--- config.mk ---
export PLATFORM = sky130hd
export DESIGN_NAME = accumulator_ext
export DESIGN_NICKNAME = d
export VERILOG_FILES = /design/src/rtl/accumulator_ext.sv
export SDC_FILE = /design/constraint.sdc
export NUM_CORES = 1
export LEC_CHECK = 0
export ABC_AREA = 1
export CORE_MARGIN = 3
export CORE_UTILIZATION = 51
export DETAILED_ROUTE_END_ITERATION = 8
export PLACE_DENSITY_LB_ADDON = 0.05
export SKIP_CTS_REPAIR_TIMING = 1
export SLEW_MARGIN = 20
export SYNTH_ARGS = -nofsm -noshare
export SYNTH_HDL_FRONTEND = slang
export SYNTH_SLANG_ARGS = --single-unit
--- constraint.sdc ---
create_clock -name clk -period 2 [get_ports clk]
set_input_delay 0.3 -clock clk [delete_from_list [all_inputs] [get_ports clk]]
set_output_delay 0.3 -clock clk [all_outputs]
set_load 0.02 [all_outputs]
--- src/rtl/accumulator_ext.sv ---
// Accumulator (AC) with extension bit E for the processor datapath: single-cycle
// strobed operations plus a multi-cycle rotate-by-N engine over the {E,AC} ring.
module accumulator_ext #(
   parameter int WIDTH = 16,
   parameter int CNT_W = 5
) (
   input  logic             clk,
   input  logic             rst,
   input  logic [WIDTH-1:0] data_in,
   input  logic             e_in,
   input  logic             clr,
   input  logic             ld,
   input  logic             inc,
   input  logic             add,
   input  logic             and_op,
   input  logic             cma,
   input  logic             cme,
   input  logic             cle,
   input  logic             cir,
   input  logic             cil,
   input  logic             rot_start,
   input  logic             rot_dir,
   input  logic [CNT_W-1:0] rot_cnt,
   output logic [WIDTH-1:0] data_out,
   output logic             e_out,
   output logic             busy,
   output logic             done,
   output logic             zero,
   output logic             sign
);

   localparam logic [0:0] S_IDLE = 1'b0;
   localparam logic [0:0] S_ROT  = 1'b1;

   logic [WIDTH-1:0] ac_q, ac_d;
   logic             e_q, e_d;
   logic [0:0]       state_q, state_d;
   logic [CNT_W-1:0] cnt_q, cnt_d;
   logic             dir_q, dir_d;
   logic             done_q, done_d;

   logic [WIDTH:0]   sum;
   logic [WIDTH-1:0] cir_ac, cil_ac;
   logic             cir_e, cil_e;

   // One-bit circulate of the (WIDTH+1)-bit ring {E,AC}, shared by the strobes and the engine.
   assign sum    = {1'b0, ac_q} + {1'b0, data_in};
   assign cir_ac = {e_q, ac_q[WIDTH-1:1]};
   assign cir_e  = ac_q[0];
   assign cil_ac = {ac_q[WIDTH-2:0], e_q};
   assign cil_e  = ac_q[WIDTH-1];

   always_comb begin
      // NOTE: every next-state signal gets a hold default first so no path infers a latch.
      ac_d    = ac_q;
      e_d     = e_q;
      state_d = state_q;
      cnt_d   = cnt_q;
      dir_d   = dir_q;
      done_d  = 1'b0;
      case (state_q)
         S_IDLE: begin
            if (clr) begin
               ac_d = '0;
            end else if (ld) begin
               ac_d = data_in;
               e_d  = e_in;
            end else if (inc) begin
               ac_d = ac_q + WIDTH'(1);
            end else if (add) begin
               ac_d = sum[WIDTH-1:0];
               e_d  = sum[WIDTH];
            end else if (and_op) begin
               ac_d = ac_q & data_in;
            end else if (cma) begin
               ac_d = ~ac_q;
            end else if (cme) begin
               e_d = ~e_q;
            end else if (cle) begin
               e_d = 1'b0;
            end else if (cir) begin
               ac_d = cir_ac;
               e_d  = cir_e;
            end else if (cil) begin
               ac_d = cil_ac;
               e_d  = cil_e;
            end else if (rot_start) begin
               // A zero count finishes immediately: done pulses without ever going busy.
               if (rot_cnt != '0) begin
                  state_d = S_ROT;
                  cnt_d   = rot_cnt;
                  dir_d   = rot_dir;
               end else begin
                  done_d = 1'b1;
               end
            end
         end
         S_ROT: begin
            if (clr) begin
               ac_d    = '0;
               state_d = S_IDLE;
            end else begin
               ac_d  = dir_q ? cil_ac : cir_ac;
               e_d   = dir_q ? cil_e : cir_e;
               cnt_d = cnt_q - CNT_W'(1);
               if (cnt_q == CNT_W'(1)) begin
                  state_d = S_IDLE;
                  done_d  = 1'b1;
               end
            end
         end
         default: state_d = S_IDLE;
      endcase
   end

   always_ff @(posedge clk) begin
      // NOTE: state registers use non-blocking assignments so all update together at the edge.
      if (rst) begin
         ac_q    <= '0;
         e_q     <= 1'b0;
         state_q <= S_IDLE;
         cnt_q   <= '0;
         dir_q   <= 1'b0;
         done_q  <= 1'b0;
      end else begin
         ac_q    <= ac_d;
         e_q     <= e_d;
         state_q <= state_d;
         cnt_q   <= cnt_d;
         dir_q   <= dir_d;
         done_q  <= done_d;
      end
   end

   assign data_out = ac_q;
   assign e_out    = e_q;
   assign busy     = (state_q == S_ROT);
   assign done     = done_q;
   assign zero     = (ac_q == '0);
   assign sign     = ac_q[WIDTH-1];

endmodule

==> results.md <==
- The floorplan row count is 30.
- Data on the critical path arrives at its endpoint at ~2.2 ns.
- The total congestion overflow is 0.
- Of the available clock period, the critical path in the final layout requires between 90 and 100%.
- Of all cell types, the one taking the most synthesized area is nand2_1.
- The transition time at the pin with the least slew margin is around 0.54 ns.
- The xor-xnor portion of the synthesized cell area is 2.97%.
- The utilization of the core after routing is between 70 and 80%.
- The proportion of register bits with asynchronous set or reset after synthesis is 0%.
- The kind of critical path is flip-flop to flip-flop.
- The worst reg2reg path depth is 14.
- The number of antenna diodes in the final layout is 0.
- TritonCTS created 3 clock buffers.
- The iteration-0 DRC count of the detailed router is 530.
- By count the netlist is led by nand2_1 (160), a21oi_1 (100), inv_1 (60), o21ai_0 (58), nor2_1 (47).
- The ratio of cells with drive above 1 in the final layout is between 20 and 25%.
- For the worst-skew pair, the clock arrives at the later sink with an insertion delay of between 0.2 and 0.3 ns.
- The setup skew after layout is roughly 0.0057 ns.
- Sequential elements use a little over an eighth of the synthesized area.
- The total track usage is 34.3%.
- The slowest cell on the critical path is dfxtp_4.
- The clock passes through at most 2 buffers.
- TritonCTS built the clock tree.
- Clock tree synthesis selected as its root buffer the cell clkbuf_8.
- The end of the worst hold path is cnt_q[0].
- The main combinational cell family by area after synthesis is simple AND/OR/NAND/NOR gates.
- The wire length of the first global-routing pass is between 20000 and 25000 um.
- The startpoint of the worst hold path is cnt_q[0].
- Using the TritonRoute via totals, the vias-per-cell ratio works out to ~6.
- The die covers 8580 um^2.
- The nature of the critical path startpoint is a flip-flop.
- The buffers plus inverters on the worst setup path is 2.
- The worst setup path is captured at a flip-flop.
- The clock-pin slew on the worst setup and hold paths is approximately 0.09 ns.
- Hold timing on the final database bottoms out at a slack of 0.536 ns.
- The number of H-tree branching levels is 1.
- The synthesized netlist contains 47 unique library cells.
- The maximum fanout encountered on the critical timing path is 4.
- Once routing completed, OpenROAD measured the worst setup slack at 0.0144 ns.
- The cell class contributing the biggest share of worst-path delay is adder cells.
- The first-pass detailed-route iteration total is 5.
- The flow ran to the end, and the final reports show no timing, DRC or antenna violations.
- The placed wire-length estimate is between 10000 and 15000 um.
- The number of placed instances, taps included is about 900.
- In this run the critical register-to-register path is launched from data_out[0].
- The final-report max-slew violation count is 0.
- For flop-to-flop paths, the worst setup slack is 0.01 ns.
- The number of clock sinks is 25.
- The critical path goes through ha_4 -> fa_2 -> inv_2 -> nor2_2 -> nor2_4 -> inv_2 -> nand2_1 -> nand2_1 -> xnor2_1 -> o21ai_1 -> nand2_1 -> nand2_1 -> nand2_1 -> a21oi_1.
- The worst hold path was traced through 2 stages.
- Setup total negative slack on the finished layout was measured at 0 ns.
- In the post-synthesis netlist, the biggest area contributors are nand2_1 (16%), a21oi_1 (13%), dfxtp_1 (13%), o21ai_0 (7.6%), ha_1 (6.5%).
- The most instantiated flip-flop cell in the synthesis netlist is dfxtp_1.
- The minimum period implied by the final worst setup slack is slightly below 2 ns.
- The worst-case vdd ir drop is around 0.38 mV.
- In the final routed layout, each cell accounts on average for approximately 18 um.
- The via total after detailed routing is between 5k and 6k.
- Wires add up to around 16000 um.
- The final instance area is between 5000 and 6000 um^2.
- The endpoint required time on the critical path is roughly 2.2 ns.
- The most numerous cell type found on the critical path is nand2_1.
- The total of buffers placed on input and output ports is 56.
- Yosys mapped a number of flops with a built-in enable equal to 0.
- The area fraction of the dominant cell type after synthesis is 15.7%.
- The post-synthesis compound-gate area fraction is around 29%.
- The leakage power of the design is between 2 and 3 nW.
- Based on the critical path, the design can be clocked at up to approximately 500 MHz.
- The die is around 90 um tall.
- The number of cells produced by synthesis is between 600 and 700.
- The via count of the first global-routing pass is between 4k and 5k.
- The simple logic cell fraction of the synthesized area is 34.0%.
- Setup repair after global routing could not meet its margin everywhere.
- The initial antenna violation count is 0.
- The area of the mapped netlist is 3830 um^2.
- In this run the horizontal extent of the chip is slightly above 90 um.
- The placed instances occupy a cell area of between 5000 and 6000 um^2.
- For this run, the slowest stage of the critical path takes ~0.38 ns.
- The total power is roughly 1.9 mW.
- The path class of the tightest hold or removal check is flip-flop to flip-flop.
- The tool flagged a number of max-cap violations equal to 0.
- The final net count is 858.
- The post-placement worst setup slack is -0.430 ns.
- The floorplan step defined a core boundary enclosing 7020 um^2.
- The most common cell in the synthesized netlist is nand2_1.
- between 50 and 60 I/O pins were placed.
- The number of synthesis warnings is 0.
- The area growth from synthesis to layout is 44.7%.
- The fraction of the mapped netlist area in adder cells is 7.06%.
- Once the floorplan was initialized, standard cells occupied between 50 and 60% of the core.
- At the end of routability-driven placement, the weighted congestion stood at between 1 and 1.5.
- The total nets after synthesis is 718.
- In this run the remaining antenna-violating nets after routing total 0.
- The count of cells in the finished layout, fillers not included, comes to 896.
- In the routed design, unresolved DRC markers number 0.
- The count of final hold-check violations is 0.
- Measured against its own limit, the worst slew margin works out to roughly 64%.
- In the synthesized netlist, mux cells make up 0% of the area.
- Setup violations remaining at the end of the flow were counted as 0.
- The worst flop-to-flop path endpoint is data_out[8].
- Power spread over the standard cell area amounts to approximately 340 nW/um^2.
- After synthesis the netlist holds a flip-flop and latch count of 25.
- A synthesized cell averages ~5.8 um^2.
- Entering global routing, the biggest net connects 25 pins.
[state kept, by name (all words and copies together), names as in the netlist]
register / count
busy: 1
cnt_q: 5
data_out: 16
dir_q: 1
done: 1
e_out: 1
[metal layers]
metal  wire length, um  track usage (%)
met2              7340             56.2
met1              6350             47.1
met5                 0                0
met4               579             10.0
met3              1720             4.39
[cell usage in the layout (no fill, tap or decap), drive strengths merged, types with 7 or more instances in the layout]
cell / count
a21oi: 102
a31oi: 12
buf: 118
clkdlybuf4s50: 42
dfxtp: 25
dlymetal6s2s: 14
ha: 20
inv: 65
nand2: 161
nand3: 45
nand4: 10
nor2: 55
nor3: 15
o21ai: 76
xnor2: 7
[worst max-delay path by stage]
stage / start / slack (ns) / end / depth (start not counted)
2_1_floorplan: data_out[0] / 0.004 / data_out[8] / 14
3_3_place_gp: data_in[0] / -0.37 / data_out[12] / 16
3_5_place_dp: data_in[0] / -0.43 / data_out[12] / 16
4_1_cts: data_out[1] / -0.32 / zero / 5
5_1_grt: data_out[4] / -0.11 / data_out[11] / 14
6_report: data_out[0] / 0.01 / data_out[8] / 14
[cells by family (layout without fill, tap and decap cells)]
logic type / Yosys count / after routing
flops: 25 / 25
compound gates: 208 / 208
simple gates: 289 / 289
buf+inv: 105 / 244
xor+xnor: 13 / 13
fa+ha+maj: 21 / 21
[final cells by class]
type                            count  area (um^2)
Multi-Input combinational cell    531         3100
Sequential cell                    25          533
Inverter                           66          248
Tap cell                           96          120
Clock buffer                        4         45.0
Timing Repair Buffer              174         1490
Fill cell                         531         1480
[tightest hold or removal path, cell delays in order, from the launching register on]
cell	delay, ns
dfxtp_1	0.33
inv_1	0.09
a21oi_1	0.07
[where the power goes]
part           internal, mW  switching, mW
combinational         0.473          0.555
sequential            0.513         0.0362
clock                 0.143          0.172
total                  1.13          0.763
No activity file was read; power rests on OpenSTA's default activity.
